$ cat config.mk
export PLATFORM = sky130hd
export DESIGN_NAME = mult_seq_arbiter
export DESIGN_NICKNAME = d
export VERILOG_FILES = /design/src/rtl/mult_seq_arbiter.sv
export SDC_FILE = /design/constraint.sdc
export NUM_CORES = 1
export LEC_CHECK = 0
export ABC_CLOCK_PERIOD_IN_PS = 2100
export CAP_MARGIN = 10
export CORE_AREA = 2 2 182 184
export CTS_CLUSTER_DIAMETER = 40
export DETAILED_ROUTE_END_ITERATION = 7
export DIE_AREA = 0 0 184 186
export PLACE_DENSITY = 0.55
export SKIP_LAST_GASP = 1
export SLEW_MARGIN = 5
export SYNTH_ARGS = -nofsm -noshare
export SYNTH_HDL_FRONTEND = slang
export SYNTH_SLANG_ARGS = --single-unit
export TNS_END_PERCENT = 10
$ cat constraint.sdc
create_clock -name clk -period 2.1 [get_ports clk]
set_input_delay 0.42 -clock clk [delete_from_list [all_inputs] [get_ports clk]]
set_output_delay 0.42 -clock clk [all_outputs]
set_load 0.01 [all_outputs]
$ cat src/rtl/mult_seq_arbiter.sv
// Round-robin arbiter/sequencer sharing one sequential 32x32 multiplier among NREQ requesters.
// Grants one request at a time, runs the multiplier and returns the product (or a timeout abort).
module mult_seq_arbiter #(
  parameter int unsigned NREQ    = 4,
  parameter int unsigned TIMEOUT = 96,
  localparam int unsigned IdW    = $clog2(NREQ)
) (
  input  logic                 clk,
  input  logic                 rst_n,
  input  logic [NREQ-1:0]      req_valid_i,
  output logic [NREQ-1:0]      req_ready_o,
  input  logic [32*NREQ-1:0]   req_mplier_i,
  input  logic [32*NREQ-1:0]   req_mcand_i,
  output logic [NREQ-1:0]      resp_valid_o,
  input  logic [NREQ-1:0]      resp_ready_i,
  output logic [63:0]          resp_product_o,
  output logic                 resp_err_o,
  output logic                 mul_st_o,
  output logic [31:0]          mul_mplier_o,
  output logic [31:0]          mul_mcand_o,
  input  logic                 mul_done_i,
  input  logic [63:0]          mul_product_i,
  output logic                 busy_o,
  output logic [IdW-1:0]       grant_id_o,
  output logic                 timeout_err_o
);

  localparam int unsigned CntW = $clog2(TIMEOUT);
  localparam logic [CntW-1:0] CntMax = CntW'(TIMEOUT - 1);

  typedef enum logic [2:0] {StFlush, StIdle, StStart, StWait, StResp} state_e;

  state_e            state_q;
  logic [CntW-1:0]   cnt_q;
  logic [IdW-1:0]    rr_ptr_q;
  logic [IdW-1:0]    grant_q;
  logic [31:0]       op_mplier_q, op_mcand_q;
  logic [63:0]       prod_q;
  logic              err_q, to_err_q, busy_q, mul_st_q;
  logic [NREQ-1:0]   resp_valid_q;

  logic              win_found;
  logic [IdW-1:0]    win_id;
  logic [IdW-1:0]    idx;
  logic [31:0]       win_mplier, win_mcand;

  // First valid request at or above rr_ptr, wrapping around.
  always_comb begin
    win_found = 1'b0;
    win_id    = '0;
    idx       = '0;
    for (int unsigned k = 0; k < NREQ; k++) begin
      idx = IdW'((32'(rr_ptr_q) + k) % NREQ);
      if (!win_found && req_valid_i[idx]) begin
        win_found = 1'b1;
        win_id    = idx;
      end
    end
  end

  always_comb begin
    win_mplier = '0;
    win_mcand  = '0;
    for (int unsigned i = 0; i < NREQ; i++) begin
      if (IdW'(i) == win_id) begin
        win_mplier = req_mplier_i[32*i +: 32];
        win_mcand  = req_mcand_i[32*i +: 32];
      end
    end
  end

  always_comb begin
    req_ready_o = '0;
    if (state_q == StIdle && win_found) req_ready_o[win_id] = 1'b1;
  end

  always_ff @(posedge clk or negedge rst_n) begin
    if (!rst_n) begin
      state_q      <= StFlush;
      cnt_q        <= '0;
      rr_ptr_q     <= '0;
      grant_q      <= '0;
      op_mplier_q  <= '0;
      op_mcand_q   <= '0;
      prod_q       <= '0;
      err_q        <= 1'b0;
      to_err_q     <= 1'b0;
      busy_q       <= 1'b0;
      mul_st_q     <= 1'b0;
      resp_valid_q <= '0;
    end else begin
      mul_st_q <= 1'b0;
      busy_q   <= 1'b1;
      case (state_q)
        // The multiplier has no reset; wait out any run left over from before.
        StFlush: begin
          if (mul_done_i || cnt_q == CntMax) begin
            state_q <= StIdle;
            cnt_q   <= '0;
            busy_q  <= 1'b0;
          end else begin
            cnt_q <= cnt_q + 1'b1;
          end
        end
        StIdle: begin
          busy_q <= win_found;
          if (win_found) begin
            op_mplier_q <= win_mplier;
            op_mcand_q  <= win_mcand;
            grant_q     <= win_id;
            mul_st_q    <= 1'b1;
            state_q     <= StStart;
          end
        end
        StStart: begin
          cnt_q   <= '0;
          state_q <= StWait;
        end
        StWait: begin
          if (mul_done_i) begin
            prod_q       <= mul_product_i;
            err_q        <= 1'b0;
            resp_valid_q <= NREQ'(1) << grant_q;
            state_q      <= StResp;
          end else if (cnt_q == CntMax) begin
            prod_q       <= '0;
            err_q        <= 1'b1;
            to_err_q     <= 1'b1;
            resp_valid_q <= NREQ'(1) << grant_q;
            state_q      <= StResp;
          end else begin
            cnt_q <= cnt_q + 1'b1;
          end
        end
        StResp: begin
          if (resp_ready_i[grant_q]) begin
            resp_valid_q <= '0;
            rr_ptr_q     <= (grant_q == IdW'(NREQ - 1)) ? '0 : grant_q + 1'b1;
            cnt_q        <= '0;
            if (err_q) begin
              state_q <= StFlush;
            end else begin
              state_q <= StIdle;
              busy_q  <= 1'b0;
            end
          end
        end
        default: state_q <= StFlush;
      endcase
    end
  end

  assign resp_valid_o   = resp_valid_q;
  assign resp_product_o = prod_q;
  assign resp_err_o     = err_q;
  assign mul_st_o       = mul_st_q;
  assign mul_mplier_o   = op_mplier_q;
  assign mul_mcand_o    = op_mcand_q;
  assign busy_o         = busy_q;
  assign grant_id_o     = grant_q;
  assign timeout_err_o  = to_err_q;

endmodule

Word-level counts from Yosys, hierarchy flattened

Cells that the tools add are included.

Bits in registers: 150
Input bits: 331
Output and inout bits: 142
Word-level logic and storage cells: 118

Add/subtract/negate cells: 5
Magnitude comparators: 7
Equal/unequal tests: 15
Shift-type cells: 1
Multiplexer cells: 56
Bitwise logic cells: 1
Reductions and logical operators: 21

Operators by type and width:

| cell                  | number |
|---|---|
| $mux W32              | 8 |
| $mux W64              | 2 |
| $mux W7               | 4 |
| $pmux W7 S4           | 1 |
| $lt A2 B3 Y1 const B  | 6 |
| $mux W1               | 18 |
| $mux W4               | 4 |
| $mux W3               | 5 |
| $pmux W3 S5           | 1 |
| $bmux W1 S2           | 5 |
| $mux W2               | 5 |
| $ne A2 B2 Y1 const B  | 5 |
| $pmux W4 S2           | 1 |
| $reduce_and A4 Y1     | 2 |
| $add A7 B1 Y7 const B | 1 |
| $eq A7 B7 Y1 const B  | 1 |
| $eq A3 B2 Y1 const B  | 2 |
| $reduce_and A2 Y1     | 3 |
| $reduce_and A3 Y1     | 2 |
| $logic_and A1 B1 Y1   | 5 |
| $add A2 B1 Y2 const B | 2 |
| $add A2 B2 Y2 const B | 2 |
| $eq A2 B2 Y1 const A  | 2 |
| $reduce_bool A2 Y1    | 2 |
| other kinds (15)      | 17 |

Logic depth before layout (Yosys ltp)

Depth after elaboration: 17
Mapped depth: 9
Mapped depth without buffers: 6

Worst setup path before layout

No wires, ideal clock.

Kind: register to output
Start: register rr_ptr_q[1]
End: output req_ready_o[0]
Data arrival time: 1781 ps
Data required time: 1680 ps
Path slack: -101 ps
Stages on the path, launching flop included: 10
Buffers on the path: 4
Path through: dfrtp_1 clkbuf_2 nand2_1 nor2_1 a211oi_1 buf_2 nand2b_1 clkbuf_1 clkbuf_1 nor2_1

Longest elaborated chain between the ends: 17
Elaborated cells between the ends (all ways): 32
Classes of those cells: add/sub: 3; order compare: 2; mux: 19; reduce/logical: 8

Ends and longest elaborated chain:

| what                                                  | line | source |
|---|---|---|
| from (decl)                                           | 35   | `logic [IdW-1:0] rr_ptr_q;` |
| from (signal assigned)                                | 138  | `rr_ptr_q <= (grant_q == IdW'(NREQ - 1)) ? '0 : grant_q + 1'b1;` |
| branches (longest 16 deep; another with $lt A2 B3 Y1) | -    |  |
| $mux W4 (*)                                           | 74   | `if (state_q == StIdle && win_found) req_ready_o[win_id] = 1'b1;` |
| to (decl)                                             | 11   | `output logic [NREQ-1:0] req_ready_o,` |

Every way passes the cells marked *. The select of a mux whose other input is x is not followed.

Worst setup path in the final report

Start: register rr_ptr_q[0]
End: output req_ready_o[3]

Same word-level chain as after synthesis.

==> results.md <==
- Status: complete, but fails checks
- Failing checks: setup timing
- CTS tree: yes
- Final Cycle Share: 107%
- Via Count: around 7700
- Worst-path fanout max: 3
- Worst skew pair latency: approximately 0.42 ns
- Met2 GRT Util: around a third
- Port Buf Inserts: 472
- Std cell rows: between 60 and 70
- I/O pin cnt: ~470
- CP startpoint kind: flip-flop
- # DRC: 0
- Arrival time worst endpoint: 1.83 ns
- Num CTS Buffers: 17
- Placed insts: between 1500 and 2000
- Max cap viols: 0
- Per-cell routed wire length: 21.1 microns
- Final worst slack: -0.148 ns
- R2R Setup Slk: -0.05 ns
- Die span in x: 184 microns
- Most frequent cells in the layout: clkdlybuf4s50_1 (463), dfrtp_1 (149), nor2_1 (73), a22o_1 (68), buf_4 (67)
- Detailed Place HPWL: 26200 microns
- Grt ovf: 0
- Area after DPL: between 10000 and 15000 sq um
- Most common cell after layout, fill and taps aside: clkdlybuf4s50_1
- Most common flop cell mapped by yosys: dfrtp_1
- Ys async rst share: 100%
- Die Area: 34200 sq um
- Met1 usage: 21.6%
- Area delta synth->final: 87.3%
- Leakage: 5.70 nW
- Netlist cell types: 52
- First-pass GRT wire length: 48900 microns
- Post-synth EDFFs: 0
- Total GRT Usage: 19.2%
- Fin util: 43.0%
- Largest net degree at the start of global routing: 66
- Place WS: -0.790 ns
- CTS clock-pin slew for the worst setup and hold paths: 0.07 ns
- Drt via density: about 4.8
- Vias in the first global route: 8167
- Tmin final: ~2.2 ns
- Slew HR: 57.9%
- Drt first-iter violations: about 340
- Worst Skew: 0.0139 ns
- Syn_nets: 1018
- Nets: 1532
- RSZ-0062 raised after global routing: yes
- FF+latch count, synth: 150
- Gate Count Post-Synth: 682
- Power Density: about 1300 nW/um^2
- Root Driver: clkbuf_16
- Slew Limit Fails: 0
- Post-synth top area share: 50.7%
- Kind of end point of the critical path: output pin
- DRT Pass-1 Iters: 4
- FF-to-FF End: mul_mcand_o[0]$_DFFE_PN0N_
- CP peak stage delay: slightly above 0.4 ns
- Die height: 186 microns
- Hold slack: roughly 0.50 ns
- Required time of the critical path: 1.68 ns
- Non-filler cells, final: 1621
- Most Crowded Layer GR: met2
- Hold path start: timeout_err_o$_DFFE_PN0P_
- Fin. Hold Viols: 0
- Detail Route Antenna Nets: 0
- Area contributors post-synth: dfrtp_1 (51%), a22o_1 (8.0%), mux2i_1 (7.4%)
- Mapped Area: 7400 sq um
- PnR Total Power: 18.0 mW
- Layout cells sized above 1: 12.7%
- Post-synthesis sequential area ratio: between 50% and 60%
- Floorplan core area: 32200 sq um
- Hold Crit Endpoint: timeout_err_o$_DFFE_PN0P_
- Cell repeated most along the worst path: buf_6
- Worst-path cell chain: and2b_4, a311oi_4, or2_1, buf_6, buf_8, nor2_4, buf_6
- Critical path's slowest cell: dfrtp_1
- Yosys warns: 0
- Placer Congestion: 0.811
- Initial antenna violation count: 8
- Worst ir drop on vdd: around 0.55 mV
- Post-route setup TNS: -0.703 ns
- Area leader, netlist: dfrtp_1
- Max Fclk: 445 MHz
- Total number of clock tree sinks: 150
- Final WL: ~34000 microns
- Met3 Usage GRT: 6.71%
- H-tree depth: 4
- Avg Inst Size Synth: around 11 sq um
- WS Path Type: flip-flop to output pin
- Setup Viol. Count Final: 11
- Cell area after layout: 13900 sq um
- R2R depth: 7
- Hold depth: 1
- Clock buffer depth: 2
- FF-to-FF Start: rr_ptr_q[0]$_DFFE_PN0P_
- Worst Hold Class: flip-flop to flip-flop
- Initial Util: 23.0%
- Worst slew pin tran: 0.632 ns
## cell families after synthesis
family	count (synthesis)	synth area share [%]
compound gates	242	25.6
xor+xnor	4	0.473
simple gates	140	8.26
flops	150	50.7
mux	66	9.51
buf+inv	75	4.61
fa+ha+maj	5	0.845
## worst max-delay path by stage
stage	end	startpoint	slack (ns)	depth (start not counted)
2_1_floorplan	req_ready_o[1]	rr_ptr_q[0]$_DFFE_PN0P_	-0.02	7
3_3_place_gp	req_ready_o[0]	req_valid_i[2]	-0.75	8
3_5_place_dp	req_ready_o[1]	req_valid_i[2]	-0.79	7
4_1_cts	req_ready_o[3]	rr_ptr_q[0]$_DFFE_PN0P_	-0.18	7
5_1_grt	req_ready_o[3]	rr_ptr_q[1]$_DFFE_PN0P_	-0.26	8
6_report	req_ready_o[3]	rr_ptr_q[0]$_DFFE_PN0P_	-0.15	7
## registers in the layout (all words and copies together), names as in the netlist
register / flops
resp_product_o: 64
mul_mcand_o: 32
mul_mplier_o: 32
cnt_q: 7
resp_valid_o: 4
state_q: 3
grant_id_o: 2
rr_ptr_q: 2
busy_o: 1
mul_st_o: 1
resp_err_o: 1
timeout_err_o: 1
## cell type report
class | instances | area (sq um)
fill | 3079 | 18300
timing repair buffer | 555 | 5530
sequential | 150 | 3750
multi-input combinational | 457 | 3390
tap | 408 | 510
clock buffer | 17 | 425
clock inverter | 14 | 185
inverter | 15 | 63.8
antenna | 5 | 12.5
## critical path: cells and delay by family (launching register included)
family / cells / cell delay, ns
AND/OR/NAND/NOR: 3 / 0.61
buffers and inverters: 3 / 0.35
AO/OA/AOI/OAI: 1 / 0.04
flip-flops: 1 / 0.41
## Yosys cell counts, drive strengths merged, types with 2 or more instances
library cell,count
dfrtp,150
a21oi,10
o22ai,44
or2,4
clkbuf,26
a22o,68
a2bb2oi,6
nand2b,6
o21ai,19
xnor2,4
inv,15
a221o,9
a31oi,5
mux2,10
a221oi,49
buf,34
mux2i,55
o211ai,2
ha,5
a211oi,3
nand3,4
nor4,2
and3,4
o31ai,9
o2bb2ai,7
nor2b,2
nor2,77
o21bai,6
nand2,36
## what timing repair did
item,in CTS,in global routing
pin swaps,6,4
gates resized for setup,39,8
hold buffers,1,0
hold endpoints to repair,42,0
buffers inserted,7,2
endpoints found under the setup margin,65,53
## metal layers
metal,vias to the layer above,wire (microns)
met5,-,21
met4,4,842
met3,35,2970
met2,335,17100
met1,3719,13300
li1,3649,-
## power by group
group / leakage (nW) / total, mW / switching, mW / internal, mW
clock: 0.295 / 3.33 / 1.42 / 1.91
sequential: 1.81 / 5.06 / 0.825 / 4.23
combinational: 3.59 / 9.59 / 4.41 / 5.18
total: 5.70 / 18.0 / 6.65 / 11.3
No activity file was read; power rests on OpenSTA's default activity.
